`config.mk`:
```
export PLATFORM = sky130hd
export DESIGN_NAME = serial_word_comparator
export DESIGN_NICKNAME = d
export VERILOG_FILES = /design/src/rtl/comparator_pkg.sv /design/src/rtl/xnor_gate.sv /design/src/rtl/serial_word_comparator.sv
export SDC_FILE = /design/constraint.sdc
export NUM_CORES = 1
export LEC_CHECK = 0
export CORE_UTILIZATION = 51
export DETAILED_ROUTE_END_ITERATION = 8
export GPL_TIMING_DRIVEN = 0
export PLACE_DENSITY_LB_ADDON = 0.1
export SLEW_MARGIN = 20
export SYNTH_ARGS = -nofsm -noshare
export SYNTH_HDL_FRONTEND = slang
export SYNTH_SLANG_ARGS = --single-unit
```
`constraint.sdc`:
```
create_clock -name clk -period 2.33 [get_ports clk]
set_input_delay 0.466 -clock clk [delete_from_list [all_inputs] [get_ports clk]]
set_output_delay 0.466 -clock clk [all_outputs]
set_load 0.02 [all_outputs]
```
`src/rtl/comparator_pkg.sv`:
```
// Shared definitions for the serial word comparator: FSM encoding and default word width.
package comparator_pkg;

  localparam int DEFAULT_WIDTH = 8;

  typedef enum logic [1:0] {
    ST_IDLE    = 2'd0,
    ST_COMPARE = 2'd1,
    ST_DONE    = 2'd2
  } state_e;

endpackage

```
`src/rtl/xnor_gate.sv`:
```
// Single-bit equality primitive: y is high when a and b carry the same value.
module xnor_gate (
  input  logic a,
  input  logic b,
  output logic y
);

  assign y = ~(a ^ b);

endmodule

```
`src/rtl/serial_word_comparator.sv`:
```
// Compares two LSB-first serial operands bit-pair by bit-pair and reports
// equality, the number of mismatching pairs and the index of the first mismatch.
module serial_word_comparator
  import comparator_pkg::*;
#(
  parameter int WIDTH = DEFAULT_WIDTH
) (
  input  logic                       clk,
  input  logic                       rst,
  input  logic                       start,
  input  logic                       bit_valid,
  input  logic                       a,
  input  logic                       b,
  output logic                       busy,
  output logic                       done,
  output logic                       equal,
  output logic [$clog2(WIDTH+1)-1:0] mismatch_cnt,
  output logic [$clog2(WIDTH)-1:0]   first_idx
);

  localparam int CW = $clog2(WIDTH + 1);
  localparam int IW = $clog2(WIDTH);
  localparam logic [IW-1:0] LAST_IDX = IW'(WIDTH - 1);

  // Handshake: a pair on a/b is consumed on every rising edge where the FSM is
  // in COMPARE and bit_valid is high; there is no back-pressure, busy only
  // tells the source that a word is in flight. start is consumed only in IDLE.

  state_e         state_q, state_d;
  logic           busy_q, busy_d;
  logic           done_q, done_d;
  logic           equal_q, equal_d;
  logic [CW-1:0]  cnt_q, cnt_d;
  logic [IW-1:0]  first_q, first_d;
  logic [IW-1:0]  idx_q, idx_d;
  logic           pair_match;

  xnor_gate u_match (
    .a (a),
    .b (b),
    .y (pair_match)
  );

  always_comb begin
    state_d = state_q;
    busy_d  = busy_q;
    done_d  = 1'b0;
    equal_d = equal_q;
    cnt_d   = cnt_q;
    first_d = first_q;
    idx_d   = idx_q;
    case (state_q)
      ST_IDLE: begin
        if (start) begin
          state_d = ST_COMPARE;
          busy_d  = 1'b1;
          equal_d = 1'b0;
          cnt_d   = '0;
          first_d = '0;
          idx_d   = '0;
        end
      end
      ST_COMPARE: begin
        if (bit_valid) begin
          if (!pair_match) begin
            cnt_d = cnt_q + CW'(1);
            // A zero count means no earlier mismatch in this word.
            if (cnt_q == '0) first_d = idx_q;
          end
          idx_d = idx_q + IW'(1);
          if (idx_q == LAST_IDX) begin
            state_d = ST_DONE;
            busy_d  = 1'b0;
            done_d  = 1'b1;
            equal_d = (cnt_d == '0);
          end
        end
      end
      ST_DONE: begin
        state_d = ST_IDLE;
      end
      default: begin
        state_d = ST_IDLE;
        busy_d  = 1'b0;
      end
    endcase
  end

  always_ff @(posedge clk or posedge rst) begin
    if (rst) begin
      state_q <= ST_IDLE;
      busy_q  <= 1'b0;
      done_q  <= 1'b0;
      equal_q <= 1'b0;
      cnt_q   <= '0;
      first_q <= '0;
      idx_q   <= '0;
    end else begin
      state_q <= state_d;
      busy_q  <= busy_d;
      done_q  <= done_d;
      equal_q <= equal_d;
      cnt_q   <= cnt_d;
      first_q <= first_d;
      idx_q   <= idx_d;
    end
  end

  assign busy         = busy_q;
  assign done         = done_q;
  assign equal        = equal_q;
  assign mismatch_cnt = cnt_q;
  assign first_idx    = first_q;

endmodule

```
Yosys cells after proc, flatten, opt, wreduce, memory -nomap -nowiden
Index checks and enable logic that the tools add are counted.

Bits in latches: 0. Input bits: 6. Bits in read-only memories: 0. RAM bits: 0. Output and inout bits: 10. Register bits after elaboration: 15. Word-level logic and storage cells: 56. Memories: 0.

Bitwise gates (word level): 2. Divide/modulo/power cells: 0. Multiply operators: 0. $add $sub $neg: 2. Reductions and logical operators: 9. Order comparisons: 0. Shift operators: 0. Multiplexer cells: 28. Equal/unequal tests: 8.

Operators with widths (count): $mux W4 (5); $mux W3 (5); $pmux W3 S2 (2); $ne A2 B2 Y1 const B (5); $mux W1 (9); $logic_not A4 Y1 (2); $pmux W4 S2 (1); $reduce_and A4 Y1 (2); $mux W2 (3); $reduce_and A3 Y1 (2); $reduce_and A5 Y1 (1); $add A4 B1 Y4 const B (1); $pmux W2 S2 (1); $add A3 B1 Y3 const B (1); $eq A3 B3 Y1 const B (1); $pmux W1 S3 (1); $eq A2 B1 Y1 const B (1); $eq A2 B2 Y1 const B (1); $logic_not A2 Y1 (1); $pmux W1 S2 (1); $reduce_bool A2 Y1 (1); $not A1 Y1 (1); $xor A1 B1 Y1 (1).

Longest topological paths before layout
Depth after elaboration: 8. Gate-level depth with buffers: 6. Gate-level depth less buffers: 6.

Cells and area by module
Synthesis repeated with hierarchy kept, for this count alone.

Cell total of the unflattened synthesis: 70. Area total of the unflattened synthesis: 748.2 um^2.

Modules (own cells, without submodules): serial_word_comparator (cells an instance 69, times used 1, area each 739.5 um^2, seq. area each 375.4 um^2); xnor_gate (cells an instance 1, times used 1, area each 8.8 um^2, seq. area each 0.0 um^2).

Worst setup path before layout
Ideal clock, no wire load.

Kind: reg2reg. Start: register cnt_q[0] (netlist: mismatch_cnt[0]). End: register equal_q (netlist: equal). Required time: 2.264 ns. Cell stages (with the launch flop): 6. Buffers on the path: 0. Clock period less this slack: 1.588 ns. Path slack: 0.742 ns. Arrival: 1.521 ns. Library setup time: 0.066 ns. Path through: dfrtp_1 > inv_1 > ha_1 > or3_1 > a21oi_1 > a41o_1.

Longest elaborated chain between the ends: 8.

Ends and longest elaborated chain: start: declaration (line serial_word_comparator.sv:33) `logic [CW-1:0] cnt_q, cnt_d;`; start signal: assignment (line serial_word_comparator.sv:103) `cnt_q <= cnt_d;`; $add A4 B1 Y4 (line serial_word_comparator.sv:66) `cnt_d = cnt_q + CW'(1);`; $mux W4 * (line serial_word_comparator.sv:65) `if (!pair_match) begin`; $mux W4 * (line serial_word_comparator.sv:64) `if (bit_valid) begin`; $mux W4 * (line serial_word_comparator.sv:52) `case (state_q)`; $logic_not A4 Y1 * (line serial_word_comparator.sv:75) `equal_d = (cnt_d == '0);`; $mux W1 * (line serial_word_comparator.sv:71) `if (idx_q == LAST_IDX) begin`; $mux W1 * (line serial_word_comparator.sv:64); $pmux W1 S2 * (line serial_word_comparator.sv:52); end signal: assignment (line serial_word_comparator.sv:102) `equal_q <= equal_d;`; end: declaration (line serial_word_comparator.sv:32) `logic equal_q, equal_d;`.

Mark *: on every way between the ends. The rest lies on a longest branch, timed or not. The select of a mux whose other input is x is not followed. A chain may end at the register's enable or synchronous reset.

Worst setup path in the final report
Start: register cnt_q[2] (netlist: mismatch_cnt[2]). End: output port mismatch_cnt[2].

RTL lines: end: declaration (line serial_word_comparator.sv:17) `output logic [$clog2(WIDTH+1)-1:0] mismatch_cnt,`.

No word-level cell between the ends.

==> flow_metrics.tcl <==
set metrics [dict create \
    run_status "finished, final reports clean" \
    setup-tns-final_ns 0 \
    horiz_die_dim_microns 40.24 \
    synth_warnings 0 \
    synth.lib_cells_used.distinct 24 \
    timing.max_cap.violations 0 \
    fraction_of_the_cycle_the_final_worst_path_needs 0.7887 \
    tritoncts_clock_tree "yes" \
    finalClockSkew_ns 0.002661 \
    synth.top_cells.by_area "sky130_fd_sc_hd__dfrtp_1 50%, sky130_fd_sc_hd__ha_1 6.7%, sky130_fd_sc_hd__nand2_1 5.0%, sky130_fd_sc_hd__a22o_1 4.7%, sky130_fd_sc_hd__xor2_1 3.5%" \
    vias 594 \
    vdd.ir_drop.worst_mv 0.7262 \
    floorplan.initialDensity 0.5591 \
    gpl.final_weighted_congestion 0.7239 \
    mostFrequentLayoutCells "15 x sky130_fd_sc_hd__dfrtp_1, 15 x sky130_fd_sc_hd__clkdlybuf4s50_1, 10 x sky130_fd_sc_hd__nand2_1, 5 x sky130_fd_sc_hd__o21ai_0" \
    firstDrtPassIters 4 \
    area_of_the_die_sq_um 1619 \
    critical_path.cell_chain "clkdlybuf4s50_1" \
    cts_buffer_depth 2 \
    portBuffers 15 \
    fin_util 0.7054 \
    grt_usage 0.2102 \
    hold-worst-slack_ns 0.5042 \
    syn_area_per_cell_sq_um 10.36 \
    critical_path.slowest_cell "sky130_fd_sc_hd__clkdlybuf4s50_1" \
    grt_overflow 0 \
    leakagePower_nw 0.4549 \
    clk_root_buffer_cell "sky130_fd_sc_hd__clkbuf_4" \
    clock-sinks 15 \
    place.detailed.hpwl_microns 1018 \
    grt_pass1_vias 525 \
    ioPinCount 16 \
    fin_crit_ns 1.838 \
    clock.fmax_mhz 544.2 \
    cp-end-kind "primary output" \
    post_synthesis_net_count 82 \
    layout-area-overhead-vs-synth_pct 26.17 \
    ctsHoldBuffers 0 \
    rsz0062_at_grt "no" \
    path_max_fanout 5 \
    clk-insertion-delay-late_ns 0.27 \
    ys_ff_latch 15 \
    layout-drive-gt1-share 0.07692 \
    max_slew_margin 0.6380 \
    final_nets 102 \
    worst_hold_path_type "reg -> reg" \
    drc_errors 0 \
    timing_max_transition_violations_final 0 \
    post_cts_resized 0 \
    initial_antenna_violation_count 0 \
    timing_hold_violations_final 0 \
    syn-cell-area_sq_um 745.7 \
    post-cts-setup-buffers 0 \
    arrival_ns 1.37 \
    die_y_microns 40.24 \
    worstPathRequired_ns 1.86 \
    num_rows 13 \
    synth_top_cell_by_area "sky130_fd_sc_hd__dfrtp_1" \
    netlist_instances 72 \
    setup.reg_to_reg.worst_slack_ns 0.76 \
    global_route_wire_length_before_repair_microns 2256 \
    clk_pin_slew_worst_paths_ns 0.08 \
    fraction_of_the_yosys_area_taken_by_sequential_cells 0.5034 \
    tritoncts.num_buffers 3 \
    drt-wirelength-per-cell_microns 12.53 \
    clock_tree.htree_level_count 1 \
    finalPower_mw 1.151 \
    powerDensity_nw_per_um2 1223 \
    postRouteAntennaNets 0 \
    setup.worst_path.class "reg -> out" \
    finalSetupViolations 0 \
    cp_num_buf_inv 1 \
    violation_count_after_the_first_detailed_routing_iteration 8 \
    synth_top_cell_area_share 0.5034 \
    grt_start_max_net_pins 16 \
    worstMarginPinSlew_ns 0.5425 \
    core_region_area_sq_um 1334 \
    crit_path_max_incr_delay_ns 0.64 \
    start_kind "register" \
    vias_per_cell 5.604 \
    critical-path-top-delay-family "buffers and inverters" \
    detailed_route_wire_length_microns 1328 \
    antenna-diode-count 0 \
]
[through the flow]
stage               std cells  area (sq um)  setup slack [ns]
floorplan                  72         745.7            0.7425
global placement          102         914.6            0.4271
detailed placement        102         914.6            0.4157
CTS                       106         940.9            0.4853
global route              106         940.9            0.4389
finish                    106         940.9            0.4924
[final timing paths]
path,endpoint,from,cells after the start
max reg2reg,equal,mismatch_cnt[0],5
max,mismatch_cnt[2],mismatch_cnt[2],1
max in group asynchronous,first_idx[1],rst,2
min reg2reg,first_idx[2],first_idx[2],1
min,first_idx[2],first_idx[2],1
min in group asynchronous,state_q[0],rst,2
[report_power, final]
group          internal, mW  switching (mW)
Sequential            0.361          0.0970
Combinational         0.272           0.279
Clock                0.0663          0.0750
[state kept, by name, indices dropped and copies added, names as in the netlist]
| register | cells |
|---|---|
| busy | 1 |
| done | 1 |
| equal | 1 |
| first_idx | 3 |
| idx_q | 3 |
| mismatch_cnt | 4 |
| state_q | 2 |
[per-layer routing]
layer | global-route usage | vias up | part of all wire
met2 | 0.3427 | 16 | 0.45
met4 | 0.1000 | 0 | 0.017
met3 | 0.03333 | 5 | 0.044
met5 | 0 | - | 0
met1 | 0.2699 | 278 | 0.48
li1 | - | 295 | -
[cells in the mapped netlist]
| master | number |
|---|---|
| sky130_fd_sc_hd__and3_1 | 3 |
| sky130_fd_sc_hd__a22o_1 | 4 |
| sky130_fd_sc_hd__nor2b_2 | 1 |
| sky130_fd_sc_hd__nand2_1 | 10 |
| sky130_fd_sc_hd__a21o_1 | 1 |
| sky130_fd_sc_hd__ha_1 | 4 |
| sky130_fd_sc_hd__xor2_1 | 3 |
| sky130_fd_sc_hd__xnor2_1 | 1 |
| sky130_fd_sc_hd__or3_1 | 1 |
| sky130_fd_sc_hd__nor2_1 | 2 |
| sky130_fd_sc_hd__nand4_1 | 1 |
| sky130_fd_sc_hd__a21oi_1 | 3 |
| sky130_fd_sc_hd__dfrtp_1 | 15 |
| sky130_fd_sc_hd__nand3_1 | 4 |
| sky130_fd_sc_hd__inv_1 | 4 |
| sky130_fd_sc_hd__nor2b_1 | 1 |
| sky130_fd_sc_hd__nand2b_1 | 2 |
| sky130_fd_sc_hd__o21ai_0 | 5 |
| sky130_fd_sc_hd__a311oi_1 | 1 |
| sky130_fd_sc_hd__a21oi_2 | 1 |
| sky130_fd_sc_hd__o21ai_1 | 2 |
| sky130_fd_sc_hd__a41o_1 | 1 |
| sky130_fd_sc_hd__nor4b_2 | 1 |
| sky130_fd_sc_hd__mux2_2 | 1 |
[cell families (layout without fill, tap and decap cells)]
group | count (synthesis) | in the layout | synth area share
compound gates | 18 | 18 | 0.1611
xor+xnor | 4 | 4 | 0.04699
fa+ha+maj | 4 | 4 | 0.06712
buf+inv | 4 | 23 | 0.02013
flops | 15 | 15 | 0.5034
mux | 1 | 1 | 0.01510
simple gates | 26 | 26 | 0.1863
[cell type report]
class	count	area, sq um
fill	101	392.9
sequential	15	375.4
multi-input combinational	53	355.3
timing repair buffer	15	150.1
clock buffer	4	26.28
tap	15	18.77
inverter	4	15.01
No activity file was read; power rests on OpenSTA's default activity.
